==> src/rtl/coin_meter_sequencer_if.sv <==
// Bundles the coin/lockout request inputs and the counter/lockout latch write port.
// The master drives requests and observes the latch port; the slave is the sequencer.
interface coin_meter_sequencer_if #(
  parameter int PEND_W = 4
);
  logic              COIN_REQ1;
  logic              COIN_REQ2;
  logic              LOCK_REQ1;
  logic              LOCK_REQ2;
  logic              nCOUNTOUT;
  logic [2:0]        ADDR;
  logic              ADDR_7;
  logic [PEND_W-1:0] PEND1;
  logic [PEND_W-1:0] PEND2;
  logic [1:0]        OVF;
  logic              BUSY;

  modport master (
    output COIN_REQ1, COIN_REQ2, LOCK_REQ1, LOCK_REQ2,
    input  nCOUNTOUT, ADDR, ADDR_7, PEND1, PEND2, OVF, BUSY
  );

  modport slave (
    input  COIN_REQ1, COIN_REQ2, LOCK_REQ1, LOCK_REQ2,
    output nCOUNTOUT, ADDR, ADDR_7, PEND1, PEND2, OVF, BUSY
  );
endinterface

==> src/rtl/coin_meter_sequencer.sv <==
// Queues coin counts and lockout changes for two channels and serialises them onto one latch write port.
// Coin request to strobe is 2 cycles on an idle bus; requests wait while the bus is busy, counts saturate.
module coin_meter_sequencer #(
  parameter int STROBE_W  = 2,
  parameter int ON_TICKS  = 2000,
  parameter int OFF_TICKS = 2000,
  parameter int PEND_W    = 4,
  parameter int TICK_W    = 16
) (
  input logic                   CLK,
  input logic                   nRESET,
  coin_meter_sequencer_if.slave bus
);

  localparam int SCNT_W = (STROBE_W < 2) ? 1 : $clog2(STROBE_W + 1);
  localparam logic [PEND_W-1:0] PEND_MAX = '1;

  typedef enum logic [2:0] {
    CH_IDLE,
    CH_NEED_ON,
    CH_ON,
    CH_NEED_OFF,
    CH_OFF
  } ch_state_t;

  typedef enum logic [1:0] {
    B_IDLE,
    B_SETUP,
    B_STROBE,
    B_HOLD
  } bus_state_t;

  typedef enum logic [2:0] {
    G_LOCK1,
    G_LOCK2,
    G_OFF1,
    G_OFF2,
    G_ON1,
    G_ON2
  } gnt_t;

  logic [1:0] coin;
  logic [1:0] lock_lvl;

  ch_state_t         ch_q   [2];
  ch_state_t         ch_d   [2];
  logic [TICK_W-1:0] tmr_q  [2];
  logic [TICK_W-1:0] tmr_d  [2];
  logic [PEND_W-1:0] pend_q [2];
  logic [PEND_W-1:0] pend_d [2];
  logic [1:0]        ovf_q, ovf_d;
  logic [1:0]        shadow_q, shadow_d;

  logic [1:0] req_on, req_off, req_lock;
  logic [1:0] on_done, off_done, lock_done;
  logic       bus_done;

  bus_state_t        bst_q, bst_d;
  gnt_t              gnt_q, gnt_d;
  logic [SCNT_W-1:0] scnt_q, scnt_d;
  logic              rr_q, rr_d;
  logic              ncount_q, ncount_d;
  logic [2:0]        addr_q, addr_d;
  logic              dat_q, dat_d;
  logic              busy_q, busy_d;

  assign coin     = {bus.COIN_REQ2, bus.COIN_REQ1};
  assign lock_lvl = {bus.LOCK_REQ2, bus.LOCK_REQ1};

  // Completion reaches the granted requester on the edge that leaves B_HOLD.
  assign bus_done  = (bst_q == B_HOLD);
  assign on_done   = {bus_done && (gnt_q == G_ON2),   bus_done && (gnt_q == G_ON1)};
  assign off_done  = {bus_done && (gnt_q == G_OFF2),  bus_done && (gnt_q == G_OFF1)};
  assign lock_done = {bus_done && (gnt_q == G_LOCK2), bus_done && (gnt_q == G_LOCK1)};

  always_comb begin : ch_comb
    ovf_d    = ovf_q;
    shadow_d = shadow_q;
    req_on   = '0;
    req_off  = '0;
    req_lock = '0;
    for (int i = 0; i < 2; i++) begin
      ch_d[i]   = ch_q[i];
      tmr_d[i]  = tmr_q[i];
      pend_d[i] = pend_q[i];

      // Requests also assert in the cycle before the state would advance, so an
      // idle bus grants on the same edge the channel reaches its NEED state.
      req_lock[i] = (shadow_q[i] != lock_lvl[i]);
      req_off[i]  = (ch_q[i] == CH_NEED_OFF) || ((ch_q[i] == CH_ON) && (tmr_q[i] == '0));
      req_on[i]   = (ch_q[i] == CH_NEED_ON) ||
                    ((pend_q[i] != '0) &&
                     ((ch_q[i] == CH_IDLE) || ((ch_q[i] == CH_OFF) && (tmr_q[i] == '0))));

      if (lock_done[i]) begin
        shadow_d[i] = dat_q;
      end

      if (coin[i] && !on_done[i]) begin
        if (pend_q[i] == PEND_MAX) begin
          ovf_d[i] = 1'b1;
        end else begin
          pend_d[i] = pend_q[i] + PEND_W'(1);
        end
      end else if (on_done[i] && !coin[i]) begin
        pend_d[i] = pend_q[i] - PEND_W'(1);
      end

      case (ch_q[i])
        CH_IDLE: begin
          if (pend_q[i] != '0) begin
            ch_d[i] = CH_NEED_ON;
          end
        end
        CH_NEED_ON: begin
          if (on_done[i]) begin
            ch_d[i]  = CH_ON;
            tmr_d[i] = TICK_W'(ON_TICKS);
          end
        end
        CH_ON: begin
          if (tmr_q[i] == '0) begin
            ch_d[i] = CH_NEED_OFF;
          end else begin
            tmr_d[i] = tmr_q[i] - TICK_W'(1);
          end
        end
        CH_NEED_OFF: begin
          if (off_done[i]) begin
            ch_d[i]  = CH_OFF;
            tmr_d[i] = TICK_W'(OFF_TICKS);
          end
        end
        CH_OFF: begin
          if (tmr_q[i] == '0) begin
            ch_d[i] = CH_IDLE;
          end else begin
            tmr_d[i] = tmr_q[i] - TICK_W'(1);
          end
        end
        default: ch_d[i] = CH_IDLE;
      endcase
    end
  end

  always_comb begin : bus_comb
    bst_d  = bst_q;
    gnt_d  = gnt_q;
    scnt_d = scnt_q;
    rr_d   = rr_q;
    addr_d = addr_q;
    dat_d  = dat_q;

    case (bst_q)
      B_IDLE: begin
        if ((|req_lock) || (|req_off) || (|req_on)) begin
          bst_d = B_SETUP;
          if (req_lock[0]) begin
            gnt_d  = G_LOCK1;
            addr_d = 3'b010;
            dat_d  = lock_lvl[0];
          end else if (req_lock[1]) begin
            gnt_d  = G_LOCK2;
            addr_d = 3'b011;
            dat_d  = lock_lvl[1];
          end else if (req_off[0]) begin
            gnt_d  = G_OFF1;
            addr_d = 3'b000;
            dat_d  = 1'b0;
          end else if (req_off[1]) begin
            gnt_d  = G_OFF2;
            addr_d = 3'b001;
            dat_d  = 1'b0;
          end else if (req_on[0] && (!req_on[1] || !rr_q)) begin
            gnt_d  = G_ON1;
            addr_d = 3'b000;
            dat_d  = 1'b1;
            rr_d   = 1'b1;
          end else begin
            gnt_d  = G_ON2;
            addr_d = 3'b001;
            dat_d  = 1'b1;
            rr_d   = 1'b0;
          end
        end
      end
      B_SETUP: begin
        bst_d  = B_STROBE;
        scnt_d = SCNT_W'(STROBE_W - 1);
      end
      B_STROBE: begin
        if (scnt_q == '0) begin
          bst_d = B_HOLD;
        end else begin
          scnt_d = scnt_q - SCNT_W'(1);
        end
      end
      B_HOLD:  bst_d = B_IDLE;
      default: bst_d = B_IDLE;
    endcase

    ncount_d = (bst_d != B_STROBE);
    busy_d   = (bst_d != B_IDLE);
  end

  always_ff @(posedge CLK) begin
    if (!nRESET) begin
      for (int i = 0; i < 2; i++) begin
        ch_q[i]   <= CH_IDLE;
        tmr_q[i]  <= '0;
        pend_q[i] <= '0;
      end
      ovf_q    <= '0;
      shadow_q <= '0;
      bst_q    <= B_IDLE;
      gnt_q    <= G_LOCK1;
      scnt_q   <= '0;
      rr_q     <= 1'b0;
      ncount_q <= 1'b1;
      addr_q   <= 3'b000;
      dat_q    <= 1'b0;
      busy_q   <= 1'b0;
    end else begin
      for (int i = 0; i < 2; i++) begin
        ch_q[i]   <= ch_d[i];
        tmr_q[i]  <= tmr_d[i];
        pend_q[i] <= pend_d[i];
      end
      ovf_q    <= ovf_d;
      shadow_q <= shadow_d;
      bst_q    <= bst_d;
      gnt_q    <= gnt_d;
      scnt_q   <= scnt_d;
      rr_q     <= rr_d;
      ncount_q <= ncount_d;
      addr_q   <= addr_d;
      dat_q    <= dat_d;
      busy_q   <= busy_d;
    end
  end

  assign bus.nCOUNTOUT = ncount_q;
  assign bus.ADDR      = addr_q;
  assign bus.ADDR_7    = dat_q;
  assign bus.PEND1     = pend_q[0];
  assign bus.PEND2     = pend_q[1];
  assign bus.OVF       = ovf_q;
  assign bus.BUSY      = busy_q;

endmodule

==> src/flat_wrapper.sv <==
// flat-port wrapper written by rule: the top's interface ports become plain ports
module coin_meter_sequencer_flat 
#(
  parameter int STROBE_W  = 2,
  parameter int ON_TICKS  = 2000,
  parameter int OFF_TICKS = 2000,
  parameter int PEND_W    = 4,
  parameter int TICK_W    = 16
)
  (CLK, nRESET, bus_COIN_REQ1, bus_COIN_REQ2, bus_LOCK_REQ1, bus_LOCK_REQ2, bus_nCOUNTOUT, bus_ADDR, bus_ADDR_7, bus_PEND1, bus_PEND2, bus_OVF, bus_BUSY);
  coin_meter_sequencer_if #(.PEND_W(PEND_W)) bus_i ();
  input logic CLK;
  input logic nRESET;
  input wire logic [$bits(bus_i.COIN_REQ1)-1:0] bus_COIN_REQ1;
  input wire logic [$bits(bus_i.COIN_REQ2)-1:0] bus_COIN_REQ2;
  input wire logic [$bits(bus_i.LOCK_REQ1)-1:0] bus_LOCK_REQ1;
  input wire logic [$bits(bus_i.LOCK_REQ2)-1:0] bus_LOCK_REQ2;
  output wire logic [$bits(bus_i.nCOUNTOUT)-1:0] bus_nCOUNTOUT;
  output wire logic [$bits(bus_i.ADDR)-1:0] bus_ADDR;
  output wire logic [$bits(bus_i.ADDR_7)-1:0] bus_ADDR_7;
  output wire logic [$bits(bus_i.PEND1)-1:0] bus_PEND1;
  output wire logic [$bits(bus_i.PEND2)-1:0] bus_PEND2;
  output wire logic [$bits(bus_i.OVF)-1:0] bus_OVF;
  output wire logic [$bits(bus_i.BUSY)-1:0] bus_BUSY;
  assign bus_i.COIN_REQ1 = bus_COIN_REQ1;
  assign bus_i.COIN_REQ2 = bus_COIN_REQ2;
  assign bus_i.LOCK_REQ1 = bus_LOCK_REQ1;
  assign bus_i.LOCK_REQ2 = bus_LOCK_REQ2;
  assign bus_nCOUNTOUT = bus_i.nCOUNTOUT;
  assign bus_ADDR = bus_i.ADDR;
  assign bus_ADDR_7 = bus_i.ADDR_7;
  assign bus_PEND1 = bus_i.PEND1;
  assign bus_PEND2 = bus_i.PEND2;
  assign bus_OVF = bus_i.OVF;
  assign bus_BUSY = bus_i.BUSY;
  coin_meter_sequencer #(.STROBE_W(STROBE_W), .ON_TICKS(ON_TICKS), .OFF_TICKS(OFF_TICKS), .PEND_W(PEND_W), .TICK_W(TICK_W)) u_core (.CLK(CLK), .nRESET(nRESET), .bus(bus_i));
endmodule
==> config.mk <==
export PLATFORM = sky130hd
export DESIGN_NAME = coin_meter_sequencer_flat
export DESIGN_NICKNAME = d
export VERILOG_FILES = /design/src/rtl/coin_meter_sequencer_if.sv /design/src/rtl/coin_meter_sequencer.sv /design/src/flat_wrapper.sv
export SDC_FILE = /design/constraint.sdc
export NUM_CORES = 1
export LEC_CHECK = 0
export ABC_AREA = 1
export BUFFER_PORTS_ARGS = -buffer_cell sky130_fd_sc_hd__clkbuf_2
export CAP_MARGIN = 20
export CORE_UTILIZATION = 60
export CTS_CLUSTER_SIZE = 20
export DETAILED_ROUTE_END_ITERATION = 10
export PLACE_DENSITY = 0.86
export SYNTH_ARGS = -nofsm -noshare
export SYNTH_HDL_FRONTEND = slang
export SYNTH_SLANG_ARGS = --single-unit
==> constraint.sdc <==
create_clock -name CLK -period 2.3 [get_ports CLK]
set_input_delay 0.46 -clock CLK [delete_from_list [all_inputs] [get_ports CLK]]
set_output_delay 0.46 -clock CLK [all_outputs]
set_load 0.01 [all_outputs]
**Yosys cells after proc, flatten, opt, wreduce, memory -nomap -nowiden**

Memories as Yosys holds them, arrays and structs flattened.
Cells that the tools add are included.

- Register bits after elaboration: 18
- Bits in writable memories: 46
- Bits of input ports: 6
- Output and inout bits: 16
- Memories: 3

- $add $sub $neg: 7
- Equal/unequal tests: 22
- Mux-type cells: 54
- Bitwise logic cells: 10
- Reduce and logical (&&, ||, !) cells: 53

Memories:

| memory | words | width | rd ports | clocked after memory_dff | write ports | line | RTL |
|---|---|---|---|---|---|---|---|
| u_core.tmr_q | 2 | 16 | 2 | 0 | 2 | coin_meter_sequencer.sv:47 | `logic [TICK_W-1:0] tmr_q [2];` |
| u_core.pend_q | 2 | 4 | 2 | 0 | 2 | coin_meter_sequencer.sv:49 | `logic [PEND_W-1:0] pend_q [2];` |
| u_core.ch_q | 2 | 3 | 2 | 0 | 2 | coin_meter_sequencer.sv:45 | `ch_state_t ch_q [2];` |

Operator list:

| operator | count |
|---|---|
| $mux W16 | 8 |
| $pmux W16 S3 | 2 |
| $mux W3 | 20 |
| $logic_not A16 Y1 | 2 |
| $mux W4 | 8 |
| $sub A16 B1 Y16 const B | 2 |
| $pmux W3 S5 | 2 |
| $eq A3 B2 Y1 const B | 6 |
| $logic_and A1 B1 Y1 | 17 |
| $eq A3 B3 Y1 const B | 4 |
| $reduce_or A2 Y1 | 5 |
| $eq A3 B1 Y1 const B | 3 |
| $logic_not A3 Y1 | 3 |
| $logic_or A1 B1 Y1 | 9 |
| $mux W1 | 9 |
| $add A4 B1 Y4 const B | 2 |
| $eq A4 B4 Y1 const B | 2 |
| $pmux W2 S4 | 1 |
| $reduce_and A2 Y1 | 4 |
| $reduce_bool A4 Y1 | 2 |
| $sub A4 B1 Y4 const B | 2 |
| $logic_not A1 Y1 | 6 |
| $mux W2 | 3 |
| $or A1 B1 Y1 | 6 |
| other kinds (10) | 18 |

**Logic depth before layout (Yosys ltp)**

An unclocked memory read counts as a cell.

- Word-level depth: 14
- Mapped depth: 14
- Mapped depth without buffers: 14

**Worst setup path after synthesis**

Ideal clock, no wire load.

- Path kind: register to register
- From: register u_core.bst_q[0]
- To: memory u_core.pend_q[0][3]
- Arrival: 1.855 ns
- Path slack: 0.375 ns
- Stages on the path, launching flop included: 13
- Buffers on the path: 0
- Cell sequence: dfxtp_1 -> ha_1 -> nand2_1 -> nor2_2 -> nor2_1 -> inv_1 -> ha_1 -> a21o_1 -> a31oi_1 -> nand3_1 -> o21ai_0 -> o21ai_0 -> a21oi_1

RTL lines:

| what | line | RTL |
|---|---|---|
| start, declared | coin_meter_sequencer.sv:58 | `bus_state_t bst_q, bst_d;` |
| start signal, assigned | coin_meter_sequencer.sv:231 | `bst_q <= bst_d;` |
| end, declared | coin_meter_sequencer.sv:49 |  |

==> results.md <==
- Prevailing post-synth register cell: dfxtp_1
- Post-Syn Nets: 543
- Max Cap Violations: 0
- First-pass GRT wire length: 13.6 mm
- Share of layout cells above drive strength 1: 14.2%
- Largest net degree at the start of global routing: 22
- PwrDens: 1640 nW/um^2
- Element type at the critical path start: register
- Peak supply drop: 0.853 mV
- Bufs on Longest Clock Path: 2
- Sequential fraction of the synthesis area: 34.5%
- Rel. slew slack: 65.7%
- Initial Utilization: 63.8%
- Die H: 79.4 um
- EDFF count, synth: 0
- Most common cell after layout, fill and taps aside: nand2_1
- Drt wl/cell: 12.7 um
- Total core area: 5640 sq um
- Register area: 1240 sq um
- Seq cells post-synth: 62
- Critical path start-end classification: reg2reg
- Row count: 27
- Commonest non-fill, non-tap cells in the layout: nand2_1 (110), nor2_1 (71), dfxtp_1 (60)
- Via count: 3462
- Clock tree from TritonCTS: yes
- Fin util: 71.4%
- # port buffers: 20
- Die span in x: 79.4 um
- Final Skew: 0.00444 ns
- Multi-input gate area: 2080 sq um
- Final number of setup-violating endpoints: 0
- Gpl congestion: 0.877
- RSZ-0062 raised after global routing: no
- Fin crit share: 89.9%
- Initial antenna violation count: 0
- Final ANT Viol Nets: 0
- Arr. time, crit path: 2.30 ns
- Die area: 6310 sq um
- Synth Warn #: 0
- IO Count: 22
- Initial DRT Pass Iterations: 5
- Static leakage: 0.00185 uW
- Fmax: 484 MHz
- Num CTS Buffers: 9
- Actual slew at the worst max-slew pin: 0.510 ns
- Pins Over Slew Limit: 0
- Post-CTS setup buffer count: 0
- Synth Area per Inst: 6.88 sq um
- Ant diodes: 0
- Layout area overhead: 12.0%
- First DRT Iteration DRCs: 230
- DP HPWL: 5.49 mm
- Post-layout minimum cycle time: 2.07 ns
- Post-synth cell types: 41
- Synth Cell Area: 3600 sq um
- Hold crit path type: reg2reg
- Clock slew at reported path FFs: 0.07 ns
- WP data required: 2.54 ns
- Fill count: 417
- H-tree depth: 3
- Vias in the first global route: 3194
- Ys async rst share: 0%
- Status: completed
- CP Max Fanout: 21
- Number of remaining DRC errors: 0
- TNS Setup: 0 ns
- Critical Path Sink Type: register
- Total gr overflow: 0
- Sink Count: 62
- Syn Inst Count: 523
- Drt total wl: 7.92 mm
- Worst-skew pair later-pin latency: 0.35 ns
- Via density: 5.57
- Tot GR Track Use: 27.2%
- Fin. Hold Viols: 0
- CTS root buf: clkbuf_8
- # nets final: 565
==> registers in the layout, summed over array words and instances, names as in the netlist <==
name,flops
u_core.bus.ADDR,1
u_core.rr_q,1
u_core.bus.ADDR_7,1
u_core.ch_q,6
u_core.gnt_q,3
u_core.tmr_q,32
u_core.bus.OVF,2
u_core.bus.BUSY,1
u_core.shadow_q,2
u_core.bst_q,2
u_core.pend_q,8
u_core.scnt_q,2
u_core.bus.nCOUNTOUT,1
==> synth_stat cells, drive strengths merged, types with 3 or more instances <==
cell type	number	share of area [%]
nand2	117	13
nor2	79	8.9
dfxtp	62	35
inv	56	5.9
a21oi	44	6.2
o21ai	38	5.4
nand3	21	3.1
xor2	13	3.2
ha	12	4.2
nor3	12	2.1
xnor2	12	2.9
nor4	10	1.7
a31oi	8	1.4
buf	7	1.4
clkbuf	6	0.63
nand4	6	1.0
o21a	3	0.63
==> final timing paths <==
path                                           end  slack (ns)               start  cells past startpoint
worst min-delay path             u_core.bus.OVF[1]        0.47   u_core.bus.OVF[1]                      1
worst max-delay path            u_core.tmr_q[0][5]        0.23  u_core.tmr_q[0][0]                     11
worst max register to register  u_core.tmr_q[0][5]        0.23  u_core.tmr_q[0][0]                     11
worst min register to register   u_core.bus.OVF[1]        0.47   u_core.bus.OVF[1]                      1
==> worst max-delay path, stage by stage, from the launching register on <==
cell	delay [ns]
dfxtp_1	0.41
inv_1	0.12
ha_1	0.28
nand2_2	0.13
nor2_4	0.06
and2_1	0.17
nand2_1	0.08
nand3_2	0.08
inv_2	0.25
nand2_1	0.12
nand2_1	0.20
nor3_2	0.08
==> routing by layer <==
metal	up-vias	wire, um	track usage (%)
met1	1598	3620	32.9
met4	0	184	12.7
met3	19	322	3.54
met2	98	3800	47.4
li1	1747	-	-
met5	-	0	0
==> metrics by stage <==
stage,worst slack [ns],area (sq um),std cells,power [uW],hold WS [ns]
floorplan,0.375,3600,523,4610,0.443
global placement,0.253,3740,606,5090,0.451
detailed placement,0.167,3740,606,5210,0.459
CTS,0.137,4010,622,6550,0.475
global route,0.0207,4030,622,7200,0.490
finish,0.232,4030,622,6620,0.475
==> what timing repair did <==
action | in CTS | in global routing
resized for setup | 0 | 8
setup endpoints to repair | 0 | 3
hold buffers | 0 | 0
==> power by group <==
group          internal [uW]  switching, uW
clock network            857            442
registers               1430            353
logic                   1260           2290
==> kinds of logic after synthesis <==
family / after synthesis / synth area share (%)
compound gates: 99 / 15.0
xor+xnor: 25 / 6.09
fa+ha+maj: 14 / 5.29
buf+inv: 71 / 8.17
flops: 62 / 34.5
other cells: 1 / 0.104
simple gates: 251 / 30.9
==> cell type report <==
| type | count | area share (%) |
|---|---|---|
| tap | 72 | 2.24 |
| clock buffer | 10 | 3.42 |
| inverter | 58 | 5.46 |
| timing repair buffer | 24 | 3.23 |
| clock inverter | 6 | 3.29 |
| sequential | 62 | 30.9 |
| multi-input combinational | 390 | 51.5 |
Power figures use the tool's default switching activity.
